`src/rtl/ucsbece154b_gshare_ras_predictor.sv`:
```
// Fetch-stage predictor: 2-way BTB with per-set LRU, gshare PHT, speculative GHR with
// mispredict recovery, and a return-address stack. Predictions are combinational on pc_i.
module ucsbece154b_gshare_ras_predictor #(
    parameter  int NUM_BTB_SETS = 16,
    parameter  int GHR_BITS     = 8,
    parameter  int CTR_BITS     = 2,
    parameter  int RAS_DEPTH    = 4,
    localparam int PTR_BITS     = $clog2(RAS_DEPTH),
    localparam int SNAP_BITS    = 2 * PTR_BITS + 1
) (
    input  logic                 clk,
    input  logic                 reset_ni,
    input  logic                 fetch_valid_i,
    input  logic [31:0]          pc_i,
    output logic                 predict_taken_o,
    output logic [31:0]          predict_target_o,
    output logic [GHR_BITS-1:0]  pht_index_o,
    output logic [GHR_BITS-1:0]  ghr_snap_o,
    output logic [SNAP_BITS-1:0] ras_snap_o,
    input  logic                 update_valid_i,
    input  logic [31:0]          update_pc_i,
    input  logic [1:0]           update_type_i,
    input  logic                 update_taken_i,
    input  logic [31:0]          update_target_i,
    input  logic                 update_mispredict_i,
    input  logic [GHR_BITS-1:0]  update_pht_index_i,
    input  logic [GHR_BITS-1:0]  update_ghr_i,
    input  logic [SNAP_BITS-1:0] update_ras_i
);

    localparam int SET_BITS = $clog2(NUM_BTB_SETS);
    localparam int TAG_BITS = 30 - SET_BITS;
    localparam int CNT_BITS = PTR_BITS + 1;
    localparam int PHT_SIZE = 1 << GHR_BITS;
    localparam logic [CTR_BITS-1:0] CTR_INIT = CTR_BITS'((1 << (CTR_BITS - 1)) - 1);
    localparam logic [CTR_BITS-1:0] CTR_MAX  = '1;
    localparam logic [CNT_BITS-1:0] CNT_FULL = CNT_BITS'(RAS_DEPTH);

    typedef enum logic [1:0] {
        T_BRANCH = 2'd0,
        T_JUMP   = 2'd1,
        T_CALL   = 2'd2,
        T_RETURN = 2'd3
    } ctl_type_e;

    logic                btb_valid  [NUM_BTB_SETS][2];
    logic [TAG_BITS-1:0] btb_tag    [NUM_BTB_SETS][2];
    logic [31:0]         btb_target [NUM_BTB_SETS][2];
    ctl_type_e           btb_type   [NUM_BTB_SETS][2];
    logic                btb_lru    [NUM_BTB_SETS];
    logic [CTR_BITS-1:0] pht        [PHT_SIZE];
    logic [31:0]         ras        [RAS_DEPTH];
    logic [GHR_BITS-1:0] ghr;
    logic [PTR_BITS-1:0] ras_ptr;
    logic [CNT_BITS-1:0] ras_cnt;

    // Fetch-side lookup
    logic [SET_BITS-1:0] f_set;
    logic [TAG_BITS-1:0] f_tag;
    logic                f_hit0, f_hit1, f_hit, f_way, ras_has;
    ctl_type_e           f_type;
    logic [31:0]         f_target, pc_plus4;

    assign f_set    = pc_i[SET_BITS+1:2];
    assign f_tag    = pc_i[31:SET_BITS+2];
    assign f_hit0   = btb_valid[f_set][0] && (btb_tag[f_set][0] == f_tag);
    assign f_hit1   = btb_valid[f_set][1] && (btb_tag[f_set][1] == f_tag);
    assign f_hit    = f_hit0 || f_hit1;
    assign f_way    = ~f_hit0;
    assign f_type   = btb_type[f_set][f_way];
    assign f_target = btb_target[f_set][f_way];
    assign pc_plus4 = pc_i + 32'd4;
    assign ras_has  = (ras_cnt != '0);

    assign pht_index_o = pc_i[GHR_BITS+1:2] ^ ghr;
    assign ghr_snap_o  = ghr;
    assign ras_snap_o  = {ras_ptr, ras_cnt};

    always_comb begin
        // NOTE: every always_comb output gets a default first so no path infers a latch.
        predict_taken_o  = 1'b0;
        predict_target_o = pc_plus4;
        if (f_hit) begin
            case (f_type)
                T_BRANCH: begin
                    predict_taken_o = pht[pht_index_o][CTR_BITS-1];
                    if (predict_taken_o) predict_target_o = f_target;
                end
                T_JUMP, T_CALL: begin
                    predict_taken_o  = 1'b1;
                    predict_target_o = f_target;
                end
                T_RETURN: begin
                    predict_taken_o  = 1'b1;
                    predict_target_o = ras_has ? ras[ras_ptr] : f_target;
                end
                default: ;
            endcase
        end
    end

    // A mispredict flushes the fetch in flight, so its speculative effects are dropped.
    ctl_type_e u_type;
    logic      recover, fetch_act;

    assign u_type    = ctl_type_e'(update_type_i);
    assign recover   = update_valid_i && update_mispredict_i;
    assign fetch_act = fetch_valid_i && !update_mispredict_i && f_hit;

    always_ff @(posedge clk or negedge reset_ni) begin
        if (!reset_ni) begin
            ghr <= '0;
        end else if (recover) begin
            ghr <= (u_type == T_BRANCH) ? {update_ghr_i[GHR_BITS-2:0], update_taken_i}
                                        : update_ghr_i;
        end else if (fetch_act && (f_type == T_BRANCH)) begin
            ghr <= {ghr[GHR_BITS-2:0], predict_taken_o};
        end
    end

    // Return-address stack: recovery restores {ptr,count} then replays the resolved op.
    logic [PTR_BITS-1:0] rb_ptr, ras_ptr_n;
    logic [CNT_BITS-1:0] rb_cnt, ras_cnt_n;
    logic                r_push, r_pop;
    logic [31:0]         r_data;

    always_comb begin
        rb_ptr = ras_ptr;
        rb_cnt = ras_cnt;
        r_push = 1'b0;
        r_pop  = 1'b0;
        r_data = pc_plus4;
        if (recover) begin
            {rb_ptr, rb_cnt} = update_ras_i;
            r_push = (u_type == T_CALL);
            r_pop  = (u_type == T_RETURN) && (rb_cnt != '0);
            r_data = update_pc_i + 32'd4;
        end else if (fetch_act) begin
            r_push = (f_type == T_CALL);
            r_pop  = (f_type == T_RETURN) && ras_has;
        end
        ras_ptr_n = rb_ptr;
        ras_cnt_n = rb_cnt;
        if (r_push) begin
            ras_ptr_n = rb_ptr + PTR_BITS'(1);
            ras_cnt_n = (rb_cnt == CNT_FULL) ? rb_cnt : rb_cnt + CNT_BITS'(1);
        end else if (r_pop) begin
            ras_ptr_n = rb_ptr - PTR_BITS'(1);
            ras_cnt_n = rb_cnt - CNT_BITS'(1);
        end
    end

    always_ff @(posedge clk or negedge reset_ni) begin
        if (!reset_ni) begin
            ras_ptr <= '0;
            ras_cnt <= '0;
        end else begin
            ras_ptr <= ras_ptr_n;
            ras_cnt <= ras_cnt_n;
        end
    end

    // NOTE: RAS data and BTB tag/target/type have no reset; count and valid bits gate their use.
    always_ff @(posedge clk) begin
        if (r_push) ras[ras_ptr_n] <= r_data;
    end

    // Resolved-instruction BTB write
    logic [SET_BITS-1:0] u_set;
    logic [TAG_BITS-1:0] u_tag;
    logic                u_hit0, u_hit1, u_write, u_way;

    assign u_set   = update_pc_i[SET_BITS+1:2];
    assign u_tag   = update_pc_i[31:SET_BITS+2];
    assign u_hit0  = btb_valid[u_set][0] && (btb_tag[u_set][0] == u_tag);
    assign u_hit1  = btb_valid[u_set][1] && (btb_tag[u_set][1] == u_tag);
    assign u_write = update_valid_i && (update_taken_i || (u_type != T_BRANCH));

    always_comb begin
        if (u_hit0)                    u_way = 1'b0;
        else if (u_hit1)               u_way = 1'b1;
        else if (!btb_valid[u_set][0]) u_way = 1'b0;
        else if (!btb_valid[u_set][1]) u_way = 1'b1;
        else                           u_way = btb_lru[u_set];
    end

    always_ff @(posedge clk or negedge reset_ni) begin
        if (!reset_ni) begin
            for (int s = 0; s < NUM_BTB_SETS; s++) begin
                btb_valid[s][0] <= 1'b0;
                btb_valid[s][1] <= 1'b0;
                btb_lru[s]      <= 1'b0;
            end
        end else begin
            // The update write comes last so it wins a same-set LRU collision.
            if (fetch_act) btb_lru[f_set] <= ~f_way;
            if (u_write) begin
                btb_valid[u_set][u_way] <= 1'b1;
                btb_lru[u_set]          <= ~u_way;
            end
        end
    end

    always_ff @(posedge clk) begin
        if (u_write) begin
            btb_tag[u_set][u_way]    <= u_tag;
            btb_target[u_set][u_way] <= update_target_i;
            btb_type[u_set][u_way]   <= u_type;
        end
    end

    always_ff @(posedge clk or negedge reset_ni) begin
        if (!reset_ni) begin
            for (int i = 0; i < PHT_SIZE; i++) pht[i] <= CTR_INIT;
        end else if (update_valid_i && (u_type == T_BRANCH)) begin
            if (update_taken_i && (pht[update_pht_index_i] != CTR_MAX))
                pht[update_pht_index_i] <= pht[update_pht_index_i] + CTR_BITS'(1);
            else if (!update_taken_i && (pht[update_pht_index_i] != '0))
                pht[update_pht_index_i] <= pht[update_pht_index_i] - CTR_BITS'(1);
        end
    end

    // Instruction-alignment bits carry no prediction information.
    logic unused_pc_bits;
    assign unused_pc_bits = &{1'b0, pc_i[1:0], update_pc_i[1:0]};

endmodule

```
`config.mk`:
```
export PLATFORM = sky130hd
export DESIGN_NAME = ucsbece154b_gshare_ras_predictor
export DESIGN_NICKNAME = d
export VERILOG_FILES = /design/src/rtl/ucsbece154b_gshare_ras_predictor.sv
export SDC_FILE = /design/constraint.sdc
export NUM_CORES = 2
export LEC_CHECK = 0
export BUFFER_PORTS_ARGS = -buffer_cell sky130_fd_sc_hd__buf_4
export CAP_MARGIN = 0
export CORE_AREA = 3 3 517 519
export CTS_CLUSTER_SIZE = 20
export DETAILED_ROUTE_END_ITERATION = 10
export DIE_AREA = 0 0 520 522
export PLACE_DENSITY_LB_ADDON = 0.08
export RECOVER_POWER = 100
export SLEW_MARGIN = 20
export SYNTH_ARGS = -nofsm -noshare
export SYNTH_HDL_FRONTEND = slang
export SYNTH_SLANG_ARGS = --single-unit
```
`constraint.sdc`:
```
create_clock -name clk -period 6.1 [get_ports clk]
set_clock_uncertainty 0.2 [all_clocks]
set_input_delay 0.61 -clock clk [delete_from_list [all_inputs] [get_ports clk]]
set_output_delay 0.61 -clock clk [all_outputs]
set_load 0.03 [all_outputs]
```
* Word level (Yosys, flattened, before mapping) *
Memories as Yosys holds them, arrays and structs flattened.
Cells that the tools add are included.
W data, S select, Z words.

storage, ports and cells
  bits in registers = 573
  memory bits (writable) = 2048
  input bits = 125
  output and inout port bits = 54
  logic and storage cells = 459
  memories kept = 4

operators by class
  add/sub/neg operators = 8
  $lt $le $gt $ge = 10
  equality and inequality tests = 11
  mux-type cells = 76
  bitwise logic cells = 10
  reduce and logical (&&, ||, !) cells = 33

memory list
  name        words  width  read ports  clocked after Yosys merged registers in  wr ports  RTL line  RTL
  btb_target  16     64     1           0                                        1         48        logic [31:0] btb_target [NUM_BTB_SETS][2];
  btb_tag     16     52     2           0                                        1         47        logic [TAG_BITS-1:0] btb_tag [NUM_BTB_SETS][2];
  ras         4      32     1           0                                        1         52        logic [31:0] ras [RAS_DEPTH];
  btb_type    16     4      1           0                                        1         49        ctl_type_e btb_type [NUM_BTB_SETS][2];

operator list
  cell                     count
  $bwmux W512              2
  $mux W512                2
  $mux W32                 8
  $eq A26 B26 Y1           4
  $pmux W32 S3             1
  $add A32 B3 Y32 const B  2
  $mux W64                 1
  $mux W52                 1
  $mux W2                  17
  $bmux W2 S8              2
  $bwmux W16               2
  $demux W32 S1            1
  $mux W16                 2
  $or A32 B32 Y32          1
  $demux W26 S1            1
  $mux W26                 1
  $mux W8                  3
  $ge A9 B9 Y1 const B     2
  $logic_and A1 B1 Y1      18
  $not A8 Y9               2
  $mux W1                  17
  $bmux W2 S4              2
  $demux W2 S8             1
  $mux W3                  4
  32 further kinds         51

* Depth between registers and ports, before layout *
  depth in word-level cells = 16
  mapped depth = 25
  gate-level depth less buffers = 18

* Worst setup path after synthesis *
No wires, ideal clock.

  path kind = input to register
  start point = input pc_i[2]
  end point = memory ras[3][0], enable pin
  library setup time = 0.468 ns
  arrival time = 6.650 ns
  data required time = 5.432 ns
  setup slack = -1.217 ns
  stages on the path = 15
  buffers on the path = 8
  cell sequence = buf_6 > buf_8 > buf_6 > buf_6 > buf_6 > buf_4 > buf_1 > buf_2 > mux4_2 > mux4_2 > nor2b_1 > a21oi_1 > ha_1 > a31oi_2 > nor3b_1

between the ends
  cells in the longest elaborated chain, start to end = 16
  elaborated cells on any way between the ends = 28
  those cells by class = eq/ne: 4; mux: 14; bitwise: 3; reduce/logical: 5; memory: 2

RTL lines
  element                                                                   RTL line  RTL
  start, declared                                                           14        input logic [31:0] pc_i,
  parallel branches: the longest is 16 deep, another holds $mem_v2 Z16 W52  --
  end, declared                                                             52

Several ways; the timed one is not identified. The select of a mux whose other input is x is not followed.

* Worst setup path in the final report *
  start point = input update_pc_i[20]
  end point = memory btb_target[5][36] in the netlist's numbering, enable pin

between the ends
  cells in the longest elaborated chain, start to end = 10
  elaborated cells on any way between the ends = 13
  those cells by class = order compare: 2; eq/ne: 2; mux: 5; bitwise: 1; reduce/logical: 3

RTL lines
  element                                                             RTL line  RTL
  start, declared                                                     21        input logic [31:0] update_pc_i,
  $eq A26 B26 Y1                                                      176       assign u_hit1 = btb_valid[u_set][1] && (btb_tag[u_set][1] == u_tag);
  $logic_and A1 B1 Y1                                                 176
  $mux W1                                                             181       else if (u_hit1) u_way = 1'b1;
  $mux W1 (*)                                                         180       if (u_hit0) u_way = 1'b0;
  $not A1 Y2 (not written as such) (*)                                207       btb_target[u_set][u_way] <= update_target_i;
  $ge A2 B2 Y1 (not written as such) or $lt A2 B1 Y1 (tied branches)  207
  $logic_and A1 B1 Y1 (not written as such)                           207
  $mux W32 (not written as such)                                      207
  $demux W32 S1 (*)                                                   207
  $mux W64 (not written as such) (*)                                  207
  end, declared                                                       48

Mark *: on every way between the ends. The rest lies on a longest branch, timed or not.

==> impl_metrics.tcl <==
set metrics [dict create \
    worst_slew_pin_slew_ns 5.24 \
    io_buffers 178 \
    power.density_nw_per_um2 307 \
    detail_route.wl_per_cell_um 36.1 \
    setup_ws_ns -0.298 \
    htree_num_levels 5 \
    setup.worst_path.end_class "flip-flop" \
    first_global_vias 71600 \
    setup_violations 1299 \
    drc_errors 0 \
    worst_hold_slack_ns 0.0778 \
    path_clk_slew_ns 0.06 \
    placedCellCount 10700 \
    ys_seq_elements 2621 \
    timing.critical_path.required_ns 6.48 \
    failed_checks "capacitance limit, slew limit, setup timing" \
    design.die.area_um2 271000 \
    worst_ir_drop_vdd_mv 0.236 \
    antenna_found_initial 14 \
    yosys_warnings 0 \
    holdCritPathClass "primary input to flip-flop" \
    gp_congestion 0.952 \
    cts_sinks 2621 \
    drt-pass1-iter-count 6 \
    setup_repair_after_global_routing_missed_its_margin "true" \
    placed_area_um2 129000 \
    syn-cell-area_um2 118000 \
    area_delta_synth_final_pct 17.6 \
    final.fill_count 21200 \
    post_route_cells_drive_above_1_share 0.350 \
    drt-initial-drc-count 8045 \
    die-width_um 520 \
    synth_sequential_area_ratio 0.644 \
    timing.setup.critical_path_class "primary input to flip-flop" \
    track_usage 0.298 \
    report.final.slew_viol_count 1037 \
    design_area_um2 139000 \
    ios 179 \
    cts_inserted_buffers 292 \
    floorplan.rows 188 \
    maximum_capacitance_violations 27 \
    crit_path_max_fanout 36 \
    timing.max_slew.rel_slack -2.49 \
    detail_route.vias_per_cell 6.28 \
    arrival_ns 6.78 \
    number_of_enable_type_register_cells_in_the_synthesized_netlist 2048 \
    dieHeight_um 522 \
    max_freq_mhz 156 \
    start_util 0.450 \
    cellLeakagePower_nw 47.6 \
    synth_nets 6958 \
    final_nets 7672 \
    power.total_mw 42.7 \
    pin_count_of_the_biggest_net_entering_global_routing 257 \
    clock_tree.buffer_depth 4 \
    routed-via-count 70900 \
    synthesis.instances 6816 \
    synth.distinct_cells 92 \
    core_area_um2 263000 \
    hpwlAfterDp_um 272000 \
    non_filler_cells_in_the_finished_layout 11300 \
    tritoncts "built" \
    finalHoldViolations 0 \
    ys_dominant_reg_cell "sky130_fd_sc_hd__edfxtp_1" \
    grt.overflow.total 0 \
    start_kind "primary input" \
    status "complete, but fails checks" \
    grt_first_pass_wirelength_um 570000 \
    clock_insertion_delay_worst_skew_ns 0.93 \
    min_period_over_period 1.05 \
    synth_async_sr_flop_share 0.219 \
    fin_crit_ns 6.40 \
    antenna_left 0 \
    cts_root_buffer "sky130_fd_sc_hd__clkbuf_16" \
    synth.avg_cell_area_um2 17.3 \
    route.final.wire_length_um 407000 \
]
power by group:
| group | leakage [nW] | switching [mW] | internal, mW |
|---|---|---|---|
| Combinational | 17.7 | 3.24 | 2.01 |
| Clock | 4.53 | 7.35 | 10.1 |
| Sequential | 25.4 | 0.223 | 19.8 |
flip-flops by register name, indices dropped and copies added, names as in the netlist, 3 cells and up, named ones only:
register and cells:
ghr_snap_o 8, btb_tag 832, btb_type 64, pht 256
btb_target 1024, btb_valid 32, ras 128, ras_cnt 3
btb_lru 16
cell type report:
| cell class | instances | area (um2) | share of cell area |
|---|---|---|---|
| clock buffers | 385 | 7960 | 0.0572 |
| diodes | 10 | 25.0 | 0.000180 |
| flip-flops and latches | 2621 | 76200 | 0.548 |
| inverters | 60 | 239 | 0.00172 |
| multi-input cells | 3674 | 40100 | 0.288 |
| well taps | 3515 | 4400 | 0.0316 |
| clock inverters | 145 | 1340 | 0.00967 |
| repair buffers | 881 | 8800 | 0.0633 |
synth_stat cells, types with 15 or more instances:
cell,instances,area [um2]
sky130_fd_sc_hd__or2_1,20,125
sky130_fd_sc_hd__nand2_1,457,1720
sky130_fd_sc_hd__and3_1,17,106
sky130_fd_sc_hd__o21ai_0,231,1160
sky130_fd_sc_hd__dfstp_2,256,6730
sky130_fd_sc_hd__a21oi_1,257,1290
sky130_fd_sc_hd__a211oi_1,27,203
sky130_fd_sc_hd__a31oi_1,15,93.8
sky130_fd_sc_hd__xor2_1,36,315
sky130_fd_sc_hd__edfxtp_1,2048,61500
sky130_fd_sc_hd__buf_4,41,308
sky130_fd_sc_hd__clkbuf_1,250,938
sky130_fd_sc_hd__xnor2_1,121,1060
sky130_fd_sc_hd__and2_1,23,144
sky130_fd_sc_hd__ha_1,17,213
sky130_fd_sc_hd__nor4_1,20,125
sky130_fd_sc_hd__inv_1,55,206
sky130_fd_sc_hd__buf_2,92,460
sky130_fd_sc_hd__buf_6,19,214
sky130_fd_sc_hd__nor2b_1,33,206
sky130_fd_sc_hd__a2111oi_0,16,140
sky130_fd_sc_hd__mux2_2,213,2400
sky130_fd_sc_hd__mux2i_1,275,2750
sky130_fd_sc_hd__nand3_1,53,265
sky130_fd_sc_hd__nand4_1,16,100
sky130_fd_sc_hd__nor3_1,61,305
sky130_fd_sc_hd__dfrtp_1,317,7930
sky130_fd_sc_hd__nor2_1,513,1930
sky130_fd_sc_hd__o22ai_1,30,188
sky130_fd_sc_hd__mux4_2,1018,22900
sky130_fd_sc_hd__buf_1,48,180
sky130_fd_sc_hd__a22oi_1,33,248
critical path, stage by stage:
cell and delay [ns]:
sky130_fd_sc_hd__dlygate4sd3_1 0.56, sky130_fd_sc_hd__clkbuf_1 1.74, sky130_fd_sc_hd__inv_1 0.96, sky130_fd_sc_hd__a22oi_1 0.40
sky130_fd_sc_hd__nor2_1 0.08, sky130_fd_sc_hd__a2111oi_0 0.40, sky130_fd_sc_hd__clkbuf_1 0.25, sky130_fd_sc_hd__nand4_1 0.20
sky130_fd_sc_hd__o2bb2ai_4 0.35, sky130_fd_sc_hd__buf_12 0.22, sky130_fd_sc_hd__nor2b_4 0.20, sky130_fd_sc_hd__clkbuf_4 0.46
sky130_fd_sc_hd__buf_4 0.24
path summary, 6_finish.rpt:
check / start / endpoint / slack, ns / cells after the start
setup / recovery: update_pc_i[20] / btb_target[5][36] / -0.30 / 13
max in group asynchronous: reset_ni / ras_ptr[1] / 0.57 / 3
min in group asynchronous: reset_ni / pht[293] / 1.99 / 2
hold / removal: update_ras_i[1] / ras_cnt[1] / 0.08 / 4
hold reg to reg: flip-flop / flip-flop / 0.27 / 2
setup reg to reg: btb_tag[15][16] / btb_target[7][1] / 0.99 / 12
kinds of logic after synthesis:
| family | after synthesis | share of synthesized area |
|---|---|---|
| flops | 2621 | 0.644 |
| buf+inv | 521 | 0.0212 |
| simple gates | 1276 | 0.0466 |
| xor+xnor | 159 | 0.0120 |
| fa+ha+maj | 17 | 0.00180 |
| compound gates | 713 | 0.0358 |
| mux | 1509 | 0.238 |
metrics by stage:
| step | utilization | TNS, ns | setup slack [ns] |
|---|---|---|---|
| 2_1_floorplan | - | -605.58 | -0.620 |
| 3_3_place_gp | 0.493 | -0.0928 | -0.0350 |
| 3_5_place_dp | 0.493 | -0.112 | -0.0621 |
| 4_1_cts | 0.533 | -0.781 | -0.0923 |
| 5_1_grt | 0.529 | -19.29 | -0.179 |
| 6_report | 0.530 | -153.54 | -0.298 |
layout by cell type (no fill, tap or decap), types with 20 or more instances in the layout:
cell                               n
sky130_fd_sc_hd__a211oi_1         27
sky130_fd_sc_hd__a21oi_1         241
sky130_fd_sc_hd__a22oi_1          33
sky130_fd_sc_hd__buf_12          174
sky130_fd_sc_hd__buf_4           444
sky130_fd_sc_hd__buf_6            30
sky130_fd_sc_hd__bufinv_16        21
sky130_fd_sc_hd__clkbuf_1        179
sky130_fd_sc_hd__clkbuf_16       301
sky130_fd_sc_hd__clkbuf_4         21
sky130_fd_sc_hd__clkinv_1         59
sky130_fd_sc_hd__clkinv_2         43
sky130_fd_sc_hd__dfrtp_1         316
sky130_fd_sc_hd__dfstp_2         256
sky130_fd_sc_hd__dlygate4sd3_1    73
sky130_fd_sc_hd__edfxtp_1       2048
sky130_fd_sc_hd__inv_1            51
sky130_fd_sc_hd__mux2_2          208
sky130_fd_sc_hd__mux2i_1         264
sky130_fd_sc_hd__mux4_2         1018
sky130_fd_sc_hd__nand2_1         455
sky130_fd_sc_hd__nand3_1          53
sky130_fd_sc_hd__nor2_1          495
sky130_fd_sc_hd__nor2b_1          25
sky130_fd_sc_hd__nor3_1           58
sky130_fd_sc_hd__o21ai_0         224
sky130_fd_sc_hd__o22ai_1          30
sky130_fd_sc_hd__or2_1            20
sky130_fd_sc_hd__xnor2_1         118
sky130_fd_sc_hd__xor2_1           31
layer usage:
layer | track usage | vias up | share of wire
li1 | - | 28800 | -
met1 | 0.415 | 38200 | 0.41
met2 | 0.477 | 3272 | 0.47
met3 | 0.0547 | 674 | 0.079
met4 | 0.0999 | 6 | 0.041
met5 | 0 | - | 0.000088
repair_timing:
item                       in CTS  in global routing
hold endpoints to repair     1686                  0
setup endpoints to repair      32                 33
pin swaps                       7                 16
hold buffers                   73                  0
resized for setup              63                 48
setup buffers                   9                  4
gates cloned                    3                  0
(Power assumes the default switching activity.)
